==> config.mk <==
export PLATFORM = sky130hd
export DESIGN_NAME = rv_decode_stage
export DESIGN_NICKNAME = d
export VERILOG_FILES = /design/src/rtl/rv_pkg.sv /design/src/rtl/rv_decode_comb.sv /design/src/rtl/rv_decode_stage.sv
export SDC_FILE = /design/constraint.sdc
export NUM_CORES = 1
export LEC_CHECK = 0
export CAP_MARGIN = 20
export CELL_PAD_IN_SITES_DETAIL_PLACEMENT = 1
export CELL_PAD_IN_SITES_GLOBAL_PLACEMENT = 1
export CORE_UTILIZATION = 35
export DETAILED_ROUTE_END_ITERATION = 12
export GPL_TIMING_DRIVEN = 0
export PLACE_DENSITY = 0.7
export SYNTH_ARGS = -nofsm -noshare
export SYNTH_HDL_FRONTEND = slang
export SYNTH_SLANG_ARGS = --single-unit
==> constraint.sdc <==
create_clock -name clk -period 8.9 [get_ports clk]
set_clock_uncertainty 0.1 [all_clocks]
set_input_delay 1.78 -clock clk [delete_from_list [all_inputs] [get_ports clk]]
set_output_delay 1.78 -clock clk [all_outputs]
set_load 0.01 [all_outputs]
==> src/rtl/rv_pkg.sv <==
// Shared RISC-V decode definitions: opcodes, format codes and the decoded bundle.
package rv_pkg;

   localparam logic [6:0] OP_R      = 7'b0110011;
   localparam logic [6:0] OP_LOAD   = 7'b0000011;
   localparam logic [6:0] OP_IMM    = 7'b0010011;
   localparam logic [6:0] OP_JALR   = 7'b1100111;
   localparam logic [6:0] OP_STORE  = 7'b0100011;
   localparam logic [6:0] OP_BRANCH = 7'b1100011;
   localparam logic [6:0] OP_LUI    = 7'b0110111;
   localparam logic [6:0] OP_AUIPC  = 7'b0010111;
   localparam logic [6:0] OP_JAL    = 7'b1101111;
   localparam logic [6:0] OP_FENCE  = 7'b0001111;
   localparam logic [6:0] OP_SYSTEM = 7'b1110011;

   typedef enum logic [2:0] {
      FMT_R    = 3'd0,
      FMT_I    = 3'd1,
      FMT_S    = 3'd2,
      FMT_B    = 3'd3,
      FMT_U    = 3'd4,
      FMT_J    = 3'd5,
      FMT_NONE = 3'd6
   } fmt_e;

   // Every base-format immediate fits in 32 bits once sign-extended; the
   // stage widens it to XLEN at its output, so the bundle stays XLEN-agnostic.
   typedef struct packed {
      logic [6:0]  opcode;
      logic [4:0]  rd;
      logic [4:0]  rs1;
      logic [4:0]  rs2;
      logic [3:0]  func;
      logic [31:0] imm;
      fmt_e        fmt;
      logic        illegal;
   } dec_t;

endpackage

==> src/rtl/rv_decode_comb.sv <==
// Combinational instruction-word to decoded-bundle translation.
module rv_decode_comb
   import rv_pkg::*;
(
   input  logic [31:0] instr,
   output dec_t        dec
);

   // Field extraction and immediate assembly; unused fields stay zero
   always_comb begin
      dec        = '0;
      dec.fmt    = FMT_NONE;
      dec.opcode = instr[6:0];
      if (instr[1:0] != 2'b11) begin
         dec.illegal = 1'b1;
      end else begin
         case (instr[6:0])
            OP_R: begin
               dec.fmt  = FMT_R;
               dec.rd   = instr[11:7];
               dec.rs1  = instr[19:15];
               dec.rs2  = instr[24:20];
               dec.func = {instr[14:12], instr[30]};
            end
            OP_LOAD, OP_IMM, OP_JALR, OP_SYSTEM: begin
               dec.fmt  = FMT_I;
               dec.rd   = instr[11:7];
               dec.rs1  = instr[19:15];
               dec.func = {instr[14:12], instr[30]};
               dec.imm  = {{20{instr[31]}}, instr[31:20]};
            end
            OP_STORE: begin
               dec.fmt  = FMT_S;
               dec.rs1  = instr[19:15];
               dec.rs2  = instr[24:20];
               dec.func = {instr[14:12], instr[30]};
               dec.imm  = {{20{instr[31]}}, instr[31:25], instr[11:7]};
            end
            OP_BRANCH: begin
               dec.fmt  = FMT_B;
               dec.rs1  = instr[19:15];
               dec.rs2  = instr[24:20];
               dec.func = {instr[14:12], instr[30]};
               dec.imm  = {{19{instr[31]}}, instr[31], instr[7], instr[30:25], instr[11:8], 1'b0};
            end
            OP_LUI, OP_AUIPC: begin
               dec.fmt = FMT_U;
               dec.rd  = instr[11:7];
               dec.imm = {instr[31:12], 12'b0};
            end
            OP_JAL: begin
               dec.fmt = FMT_J;
               dec.rd  = instr[11:7];
               dec.imm = {{11{instr[31]}}, instr[31], instr[19:12], instr[20], instr[30:21], 1'b0};
            end
            OP_FENCE: begin
               dec.fmt = FMT_NONE;
            end
            default: begin
               dec.illegal = 1'b1;
            end
         endcase
      end
   end

endmodule

==> src/rtl/rv_decode_stage.sv <==
// Registered decode stage with a one-entry skid buffer, flush and a
// counter of bundles handed downstream.
module rv_decode_stage
   import rv_pkg::*;
#(
   parameter int XLEN  = 32,
   parameter int PC_EN = 1,
   parameter int CNT_W = 32
) (
   input  logic             clk,
   input  logic             rst,
   input  logic             flush,
   input  logic             in_valid,
   output logic             in_ready,
   input  logic [31:0]      in_instr,
   input  logic [XLEN-1:0]  in_pc,
   output logic             out_valid,
   input  logic             out_ready,
   output logic [6:0]       out_opcode,
   output logic [4:0]       out_rd,
   output logic [4:0]       out_rs1,
   output logic [4:0]       out_rs2,
   output logic [3:0]       out_func,
   output logic [XLEN-1:0]  out_imm,
   output logic [2:0]       out_fmt,
   output logic             out_illegal,
   output logic [XLEN-1:0]  out_pc,
   output logic [CNT_W-1:0] decode_count
);

   dec_t            in_dec;
   dec_t            out_reg;
   dec_t            skid_reg;
   logic [XLEN-1:0] out_pc_reg;
   logic [XLEN-1:0] skid_pc_reg;
   logic            out_valid_reg;
   logic            skid_valid_reg;
   logic [CNT_W-1:0] count_reg;

   // Decoding happens before storage, so both holding registers keep bundles
   rv_decode_comb u_decode (
      .instr (in_instr),
      .dec   (in_dec)
   );

   // Output register and skid buffer: load, stall into skid, drain skid, flush
   always_ff @(posedge clk or posedge rst) begin
      if (rst) begin
         out_valid_reg  <= 1'b0;
         out_reg        <= '0;
         out_pc_reg     <= '0;
         skid_valid_reg <= 1'b0;
         skid_reg       <= '0;
         skid_pc_reg    <= '0;
      end else if (flush) begin
         out_valid_reg  <= 1'b0;
         skid_valid_reg <= 1'b0;
      end else if (skid_valid_reg) begin
         // in_ready is low here, so only the skid can move forward
         if (out_ready) begin
            out_reg        <= skid_reg;
            out_pc_reg     <= skid_pc_reg;
            skid_valid_reg <= 1'b0;
         end
      end else if (!out_valid_reg || out_ready) begin
         out_valid_reg <= in_valid;
         if (in_valid) begin
            out_reg    <= in_dec;
            out_pc_reg <= in_pc;
         end
      end else if (in_valid) begin
         skid_reg       <= in_dec;
         skid_pc_reg    <= in_pc;
         skid_valid_reg <= 1'b1;
      end
   end

   // Count bundles taken downstream; a flush cycle's handshake does not count
   always_ff @(posedge clk or posedge rst) begin
      if (rst) begin
         count_reg <= '0;
      end else if (out_valid_reg && out_ready && !flush) begin
         count_reg <= count_reg + 1'b1;
      end
   end

   assign in_ready     = !skid_valid_reg;
   assign out_valid    = out_valid_reg;
   assign out_opcode   = out_reg.opcode;
   assign out_rd       = out_reg.rd;
   assign out_rs1      = out_reg.rs1;
   assign out_rs2      = out_reg.rs2;
   assign out_func     = out_reg.func;
   assign out_imm      = XLEN'($signed(out_reg.imm));
   assign out_fmt      = out_reg.fmt;
   assign out_illegal  = out_reg.illegal;
   assign out_pc       = (PC_EN != 0) ? out_pc_reg : '0;
   assign decode_count = count_reg;

endmodule
==> metrics.md, run 1 <==
| Metric | Value |
|---|---|
| Area contributors post-synth | `dfrtp_1 57%, nand2_1 9.1%, mux2i_1 4.0%, o21ai_0 3.8%, a21oi_1 3.8%` |
| CP Launch Type | `flop` |
| Final min period | `~4.5 ns` |
| Mapped Avg Cell Area | `a little under 10 um2` |
| Critical path buffer and inverter count | `5` |
| Data required, critical path | `about 7 ns` |
| Family with the most delay on the worst path | `buffers and inverters` |
| Die ar. | `between 20000 and 30000 um2` |
| TritonCTS Sinks | `~220` |
| Slew Limit Fails | `0` |
| Placed cell count | `approximately 1.6k` |
| Headroom to the max-slew limit | `a little over two fifths` |
| GRT Overall Usage | `roughly 22%` |
| CTS root buffer | `clkbuf_16` |
| Setup Buffers After CTS | `0` |
| Initial antenna violation count | `0` |
| Worst Hold Slack | `around 0.37 ns` |
| FF+latch count, synth | `222` |
| Crit path kind | `reg -> out` |
| Period utilisation layout | `50.9%` |
| Crit-path cells | `buf_4 -> clkinv_2 -> clkbuf_1 -> clkbuf_1 -> clkdlybuf4s50_1` |
| Pwr per Cell Area | `roughly 210 nW/um2` |
| Remaining Overflow, GRT | `0` |
| Final ANT Viol Nets | `0` |
| Reg clk slew, reported paths | `about 0.060 ns` |
| Synthesis Warnings | `0` |
| Die span in y | `between 150 and 200 um` |
| Setup TNS | `0 ns` |
| WP data arrival | `~2.7 ns` |
| Post-DP HPWL | `around 22 mm` |
| Worst VDD drop | `between 0.1 and 0.15 mV` |
| Ys async rst share | `100%` |
| Worst Tran Pin Value | `0.859 ns` |
| Final Total Pwr | `between 2 and 3 mW` |
| First-pass GRT wire length | `~50 mm` |
| RSZ-0062 raised after global routing | `no` |
| Leak Pwr | `roughly 5.7 nW` |
| CP Capture Type | `output pin` |
| Max cap viols | `0` |
| RR Endpoint | `skid_reg[7]` |
| Largest net degree at the start of global routing | `approximately 120` |
| H-tree depth | `1` |
| Worst R2R Path Depth | `6` |
| Antenna diode count | `0` |
| Core area | `27200 um2` |
| Initial core utilization | `35.9%` |
| Post-Synthesis Cells | `997` |
| Final Non-Filler Cells | `between 1.5k and 2k` |
| DRC | `0` |
| First-pass DRT Iterations | `5` |
| Number of flops mapped to enable cells by yosys | `0` |
| Placer Congestion | `between 0.8 and 0.9` |
| Layout area overhead | `34.0%` |
| Nets@finish | `approximately 1.3k` |
| Hold-fix buffers, CTS | `0` |
| CTS resizes | `0` |
| Synth Flop Type | `dfrtp_1` |
| Final wirelength | `between 30 and 40 mm` |
| Fin. Hold Viols | `0` |
| Fraction of layout cells with a size suffix above 1 | `roughly 7.7%` |
| Post-place setup slack | `4.69 ns` |
| DR iter-0 viols | `between 500 and 600` |
| CTS tree | `built` |
| Status | `finished clean` |
| Cell taking the most area after synthesis | `dfrtp_1` |
| Worst Setup EP | `in_ready` |
| Fin worst setup slack | `4.37 ns` |
| Worst-path maximum fanout | `10` |
| CP max-delay cell | `clkdlybuf4s50_1` |
| Vias in the first global route | `approximately 8.7k` |
| PortBufs | `roughly 200` |
| Die width | `around 170 um` |
| Worst r2r src | `skid_valid_reg` |
| Cts bufs inserted | `27` |
| Largest register FFs | `between 60 and 70` |
| FP Rows | `60` |
| Setup violations, final | `0` |
| Max incr delay on CP | `between 0.6 and 0.7 ns` |
| WL per Instance | `just under 20 um` |
| Vias/cell | `between 5 and 6` |
| Via Count | `8268` |
| Num ports | `~200` |
| Worst path depth | `5` |
| Max Freq | `221 MHz` |
| Register area share after synthesis | `56.9%` |
| Clock Latency Late Sink | `between 0.5 and 0.6 ns` |
| Cell variety after synth | `60` |
| Yosys top cell area share | `~57%` |
| Worst Setup SP | `skid_valid_reg` |
| Worst Hold Class | `reg -> reg` |
| Syn Nets | `1067` |
| Netlist Area Pre-Place | `~10000 um2` |
| FF-to-FF setup slack | `6.55 ns` |
| Most used cell, CP | `clkbuf_1` |
| Clock buffer depth | `3` |
## synthesized netlist by cell type (all sizes together), types with 3 or more instances
cell / number
nand2: 240
a22o: 12
inv: 5
and4: 5
dfrtp: 222
and3: 20
nand4: 9
xor2: 4
mux2i: 39
clkbuf: 28
a221o: 12
a211oi: 3
nor3: 7
a21oi: 75
nor2: 53
buf: 36
or2: 3
a31oi: 14
o21ai: 77
nand3: 47
xnor2: 28
nor2b: 3
or3: 25
and2: 3
nand2b: 3
## metal layers
metal  global-route usage, %  vias up  routed length [um]  part of all wire [%]
met1                    30.2     4132               14200                    45
met2                    37.5      207               14900                    47
met4                    6.11        0                 761                   2.4
li1                        -     3883                   -                     -
met5                       0        -                   0                     0
met3                    2.76       46                1540                   4.9
## worst min-delay path by stage
stage / start / slack (ns) / depth (start not counted) / endpoint
after floorplan: skid_reg[15] / 0.34 / 2 / skid_reg[15]
after global placement: skid_pc_reg[25] / 0.36 / 2 / skid_pc_reg[25]
after detailed placement: skid_reg[55] / 0.36 / 2 / skid_reg[55]
after CTS: skid_pc_reg[13] / 0.38 / 2 / skid_pc_reg[13]
after global routing: skid_pc_reg[15] / 0.39 / 2 / skid_pc_reg[15]
final: skid_reg[46] / 0.37 / 2 / skid_reg[46]
## worst reg2reg max path, delay by kind of cell, from the launching register on
kind,cells,cell delay [ns]
simple gates,2,0.73
buf+inv,3,0.83
compound gates,1,0.16
flops,1,0.36
## power by group
part | switching, mW | internal (mW) | total (mW)
Sequential | 0.0936 | 1.16 | 1.25
Combinational | 0.237 | 0.239 | 0.476
Clock | 0.435 | 0.649 | 1.08
Total | 0.765 | 2.05 | 2.81
## cell usage in the layout, fill, tap and decap left out, types with 4 or more instances in the layout
master           count
nor2_1              52
nand2_1            238
clkbuf_16           27
dfrtp_1            222
or3_1               25
nand3_1             46
clkinv_2             5
and3_1              20
buf_2               29
a31oi_1             14
inv_1                4
a21oi_1             74
o21ai_0             75
clkdlybuf4s50_1    196
xor2_1               4
a22o_1              12
clkbuf_8             4
mux2i_1             39
nand4_1              8
clkbuf_1            37
xnor2_1             28
a221o_1             12
## stage by stage
stage / utilization, % / cell area (um2)
4_1_cts: 48.2 / 13100
3_3_place_gp: 44.9 / 12200
3_5_place_dp: 45.0 / 12200
6_report: 48.2 / 13100
5_1_grt: 48.2 / 13100
2_1_floorplan: - / 9760
## cell families after synthesis
group	synth area share, %
multiplexers	4.11
AND/OR/NAND/NOR	20.1
buffers and inverters	3.27
flip-flops	56.9
adder cells (fa/ha/maj)	0.128
AO/OA/AOI/OAI	12.7
XOR/XNOR	2.87
## area by class of cell
cell class	count	area, um2
sequential	222	5560
multi-input combinational	705	3890
fill	3094	14100
tap	372	465
inverter	6	31.3
buffer	64	295
clock inverter	8	96.3
clock buffer	40	764
timing repair buffer	197	1990
No activity file was read; power rests on OpenSTA's default activity.
==> run 2, diff against run 1 <==
--- a/config.mk
+++ b/config.mk
@@ -11,7 +11,7 @@
 export CORE_UTILIZATION = 35
 export DETAILED_ROUTE_END_ITERATION = 12
 export GPL_TIMING_DRIVEN = 0
-export PLACE_DENSITY = 0.7
+export PLACE_DENSITY = 0.73
 export SYNTH_ARGS = -nofsm -noshare
 export SYNTH_HDL_FRONTEND = slang
 export SYNTH_SLANG_ARGS = --single-unit
==> constraint.sdc (replaced) <==
create_clock -name clk -period 3.9 [get_ports clk]
set_clock_uncertainty 0.1 [all_clocks]
set_input_delay 0.78 -clock clk [delete_from_list [all_inputs] [get_ports clk]]
set_output_delay 0.78 -clock clk [all_outputs]
set_load 0.01 [all_outputs]
==> run 2 against run 1 <==
  * Flip-flop and latch count is the same
  * Global-route usage grew 0.79 points
  * Via count up 1.8%
  * Sequential power up 130%
  * Setup slack lost 4.0 ns
  * Critical path depth stayed put
  * First-iteration DRC count fell by 34%
  * Total power grew 130%
  * Combinational power rose by 130%
  * Largest cell class unchanged
  * Largest power group unchanged
  * Highest routed layer unchanged
==> metrics.md, run 2 (synthesis gave the netlist of run 1 again) <==
| Metric | Value |
|---|---|
| CP max-delay cell | `clkdlybuf4s50_1` |
| Critical path buffer and inverter count | `5 (unchanged)` |
| Leak Pwr | `5.75 nW (+1.1%)` |
| TritonCTS Sinks | `222 (unchanged)` |
| Num ports | `197 (unchanged)` |
| Fin worst setup slack | `0.353 ns (-4.01 ns)` |
| Reg area | `5560 um2 (unchanged)` |
| Setup violations, final | `0 (unchanged)` |
| CTS tree | `built` |
| Cts bufs inserted | `26 (-3.7%)` |
| WL per Instance | `19.8 um (+1.7%)` |
| Placed cell count | `1571 (+0.32%)` |
| Max cap viols | `0 (unchanged)` |
| Crit path kind | `reg -> out` |
| PortBufs | `196 (unchanged)` |
| Clock buffer depth | `3 (unchanged)` |
| Slew Limit Fails | `0 (unchanged)` |
| Clock Latency Late Sink | `0.53 ns (about the same)` |
| Area of the multi-input gates | `3890 um2 (unchanged)` |
| Die width | `169 um (unchanged)` |
| GRT Overall Usage | `23.1% (+0.79 points)` |
| First-pass DRT Iterations | `4 (-1)` |
| Placer Congestion | `0.849 (+1.9%)` |
| Most used cell, CP | `clkbuf_1` |
| DR iter-0 viols | `371 (-34%)` |
| Headroom to the max-slew limit | `41.3% (-1.4 points)` |
| First-pass GRT wire length | `51.5 mm (+3.3%)` |
| CTS root buffer | `clkbuf_16` |
| Final min period | `around 3.5 ns` |
| Family with the most delay on the worst path | `buffers and inverters` |
| Largest net degree at the start of global routing | `42 (-64%)` |
| Post-DP HPWL | `22.7 mm (+3.1%)` |
| Period utilisation layout | `between 90% and 100%` |
| Vias in the first global route | `9064 (+3.8%)` |
| Met1 usage | `30.9% (+0.67 points)` |
| Via Count | `8413 (+1.8%)` |
| Initial core utilization | `35.9% (unchanged)` |
| Initial antenna violation count | `0 (unchanged)` |
| Worst Hold Class | `reg -> reg` |
| Final ANT Viol Nets | `0 (unchanged)` |
| Worst VDD drop | `0.262 mV (+130%)` |
| Worst Tran Pin Value | `0.880 ns (+0.0210 ns)` |
| DRC | `0 (unchanged)` |
| Pwr per Cell Area | `491 nW/um2 (+130%)` |
| Final wirelength | `32.1 mm (+2.0%)` |
| Hold-fix buffers, CTS | `0 (unchanged)` |
| Max Freq | `roughly 280 MHz` |
| Final Non-Filler Cells | `1619 (+0.31%)` |
| M3 GR Usage | `2.71% (-0.047 points)` |
| Reg clk slew, reported paths | `0.06 ns (about the same)` |
| CP Launch Type | `flop` |
| Status | `finished clean` |
| Max incr delay on CP | `0.64 ns (about the same)` |
| Die ar. | `28600 um2 (unchanged)` |
| Nets@finish | `1297 (+0.31%)` |
| Fraction of layout cells with a size suffix above 1 | `8.50% (+0.77 points)` |
| WP data arrival | `2.67 ns (+0.02 ns)` |
| Antenna diode count | `0 (unchanged)` |
| CP Capture Type | `output pin` |
| Most Used Layer, Global Route | `met2` |
| Data required, critical path | `3.02 ns (-4.00 ns)` |
| Die span in y | `169 um (unchanged)` |
| Layout area overhead | `35.2%` |
| Largest register FFs | `62 (unchanged)` |
| FP Rows | `60 (unchanged)` |
| Setup Buffers After CTS | `0 (unchanged)` |
| Setup TNS | `0 ns (unchanged)` |
| Core area | `27200 um2 (unchanged)` |
| RSZ-0062 raised after global routing | `no` |
| CTS resizes | `0 (unchanged)` |
| Post-place setup slack | `0.633 ns (-4.06 ns)` |
| Most common cell after layout, fill and taps aside | `nand2_1` |
| Met2 usage | `39.6% (+2.2 points)` |
| Worst-path maximum fanout | `10 (unchanged)` |
| Remaining Overflow, GRT | `0 (unchanged)` |
| Fillers | `3022 (-2.3%)` |
| Crit-path cells | `buf_4 -> clkinv_2 -> clkbuf_1 -> clkbuf_1 -> clkdlybuf4s50_1` |
| Most frequent cells in the layout | `238 x nand2_1, 222 x dfrtp_1, 196 x clkdlybuf4s50_1` |
| Vias/cell | `5.20 (+1.4%)` |
| H-tree depth | `1 (unchanged)` |
| Fin. Hold Viols | `0 (unchanged)` |
-- run 2: worst paths after layout --
kind,startpoint,end,slack [ns],cells past startpoint
max,skid_valid_reg,in_ready,0.35,5
min,skid_reg[46],skid_reg[46],0.37,2
max reg2reg,skid_valid_reg,out_imm[4],1.49,7
min reg2reg,skid_reg[46],skid_reg[46],0.37,2
max in group asynchronous,rst,skid_reg[25],2.06,5
min in group asynchronous,rst,decode_count[10],0.57,2
-- run 2: worst reg2reg max path: stages (launching register included) --
cell and delay, ns:
dfrtp_1 0.33, buf_4 0.15, nor2_1 0.07, o221ai_1 0.34
buf_2 0.32, clkbuf_1 0.58, nor2_1 0.23, a31oi_1 0.21
-- run 2: final cells by class --
cell class | count | share of cell area (%)
flip-flops and latches | 222 | 42.1
multi-input cells | 705 | 29.5
repair buffers | 202 | 15.8
clock buffers | 35 | 5.65
well taps | 372 | 3.53
plain buffers | 64 | 2.24
clock inverters | 13 | 1.06
inverters | 6 | 0.209
-- run 2: per-stage QoR --
step / area, um2 / utilization, % / hold slack (ns) / power, mW
after global placement: 12200 / 44.9 / 0.357 / 3.95
final: 13200 / 48.6 / 0.374 / 6.48
after floorplan: 9770 / - / 0.342 / 3.35
after CTS: 13200 / 48.6 / 0.376 / 6.55
after global routing: 13200 / 48.6 / 0.400 / 6.80
after detailed placement: 12300 / 45.3 / 0.364 / 4.00
-- run 2: where the power goes --
| group | switching [mW] | internal [mW] | total [mW] |
|---|---|---|---|
| clock network | 0.986 | 1.53 | 2.52 |
| registers | 0.220 | 2.64 | 2.86 |
| logic | 0.546 | 0.555 | 1.10 |
-- run 2: per-layer routing --
metal / vias up / routed length [um]
met5: - / 0
met4: 0 / 696
met3: 45 / 1340
met2: 205 / 15700
met1: 4267 / 14400
li1: 3896 / -
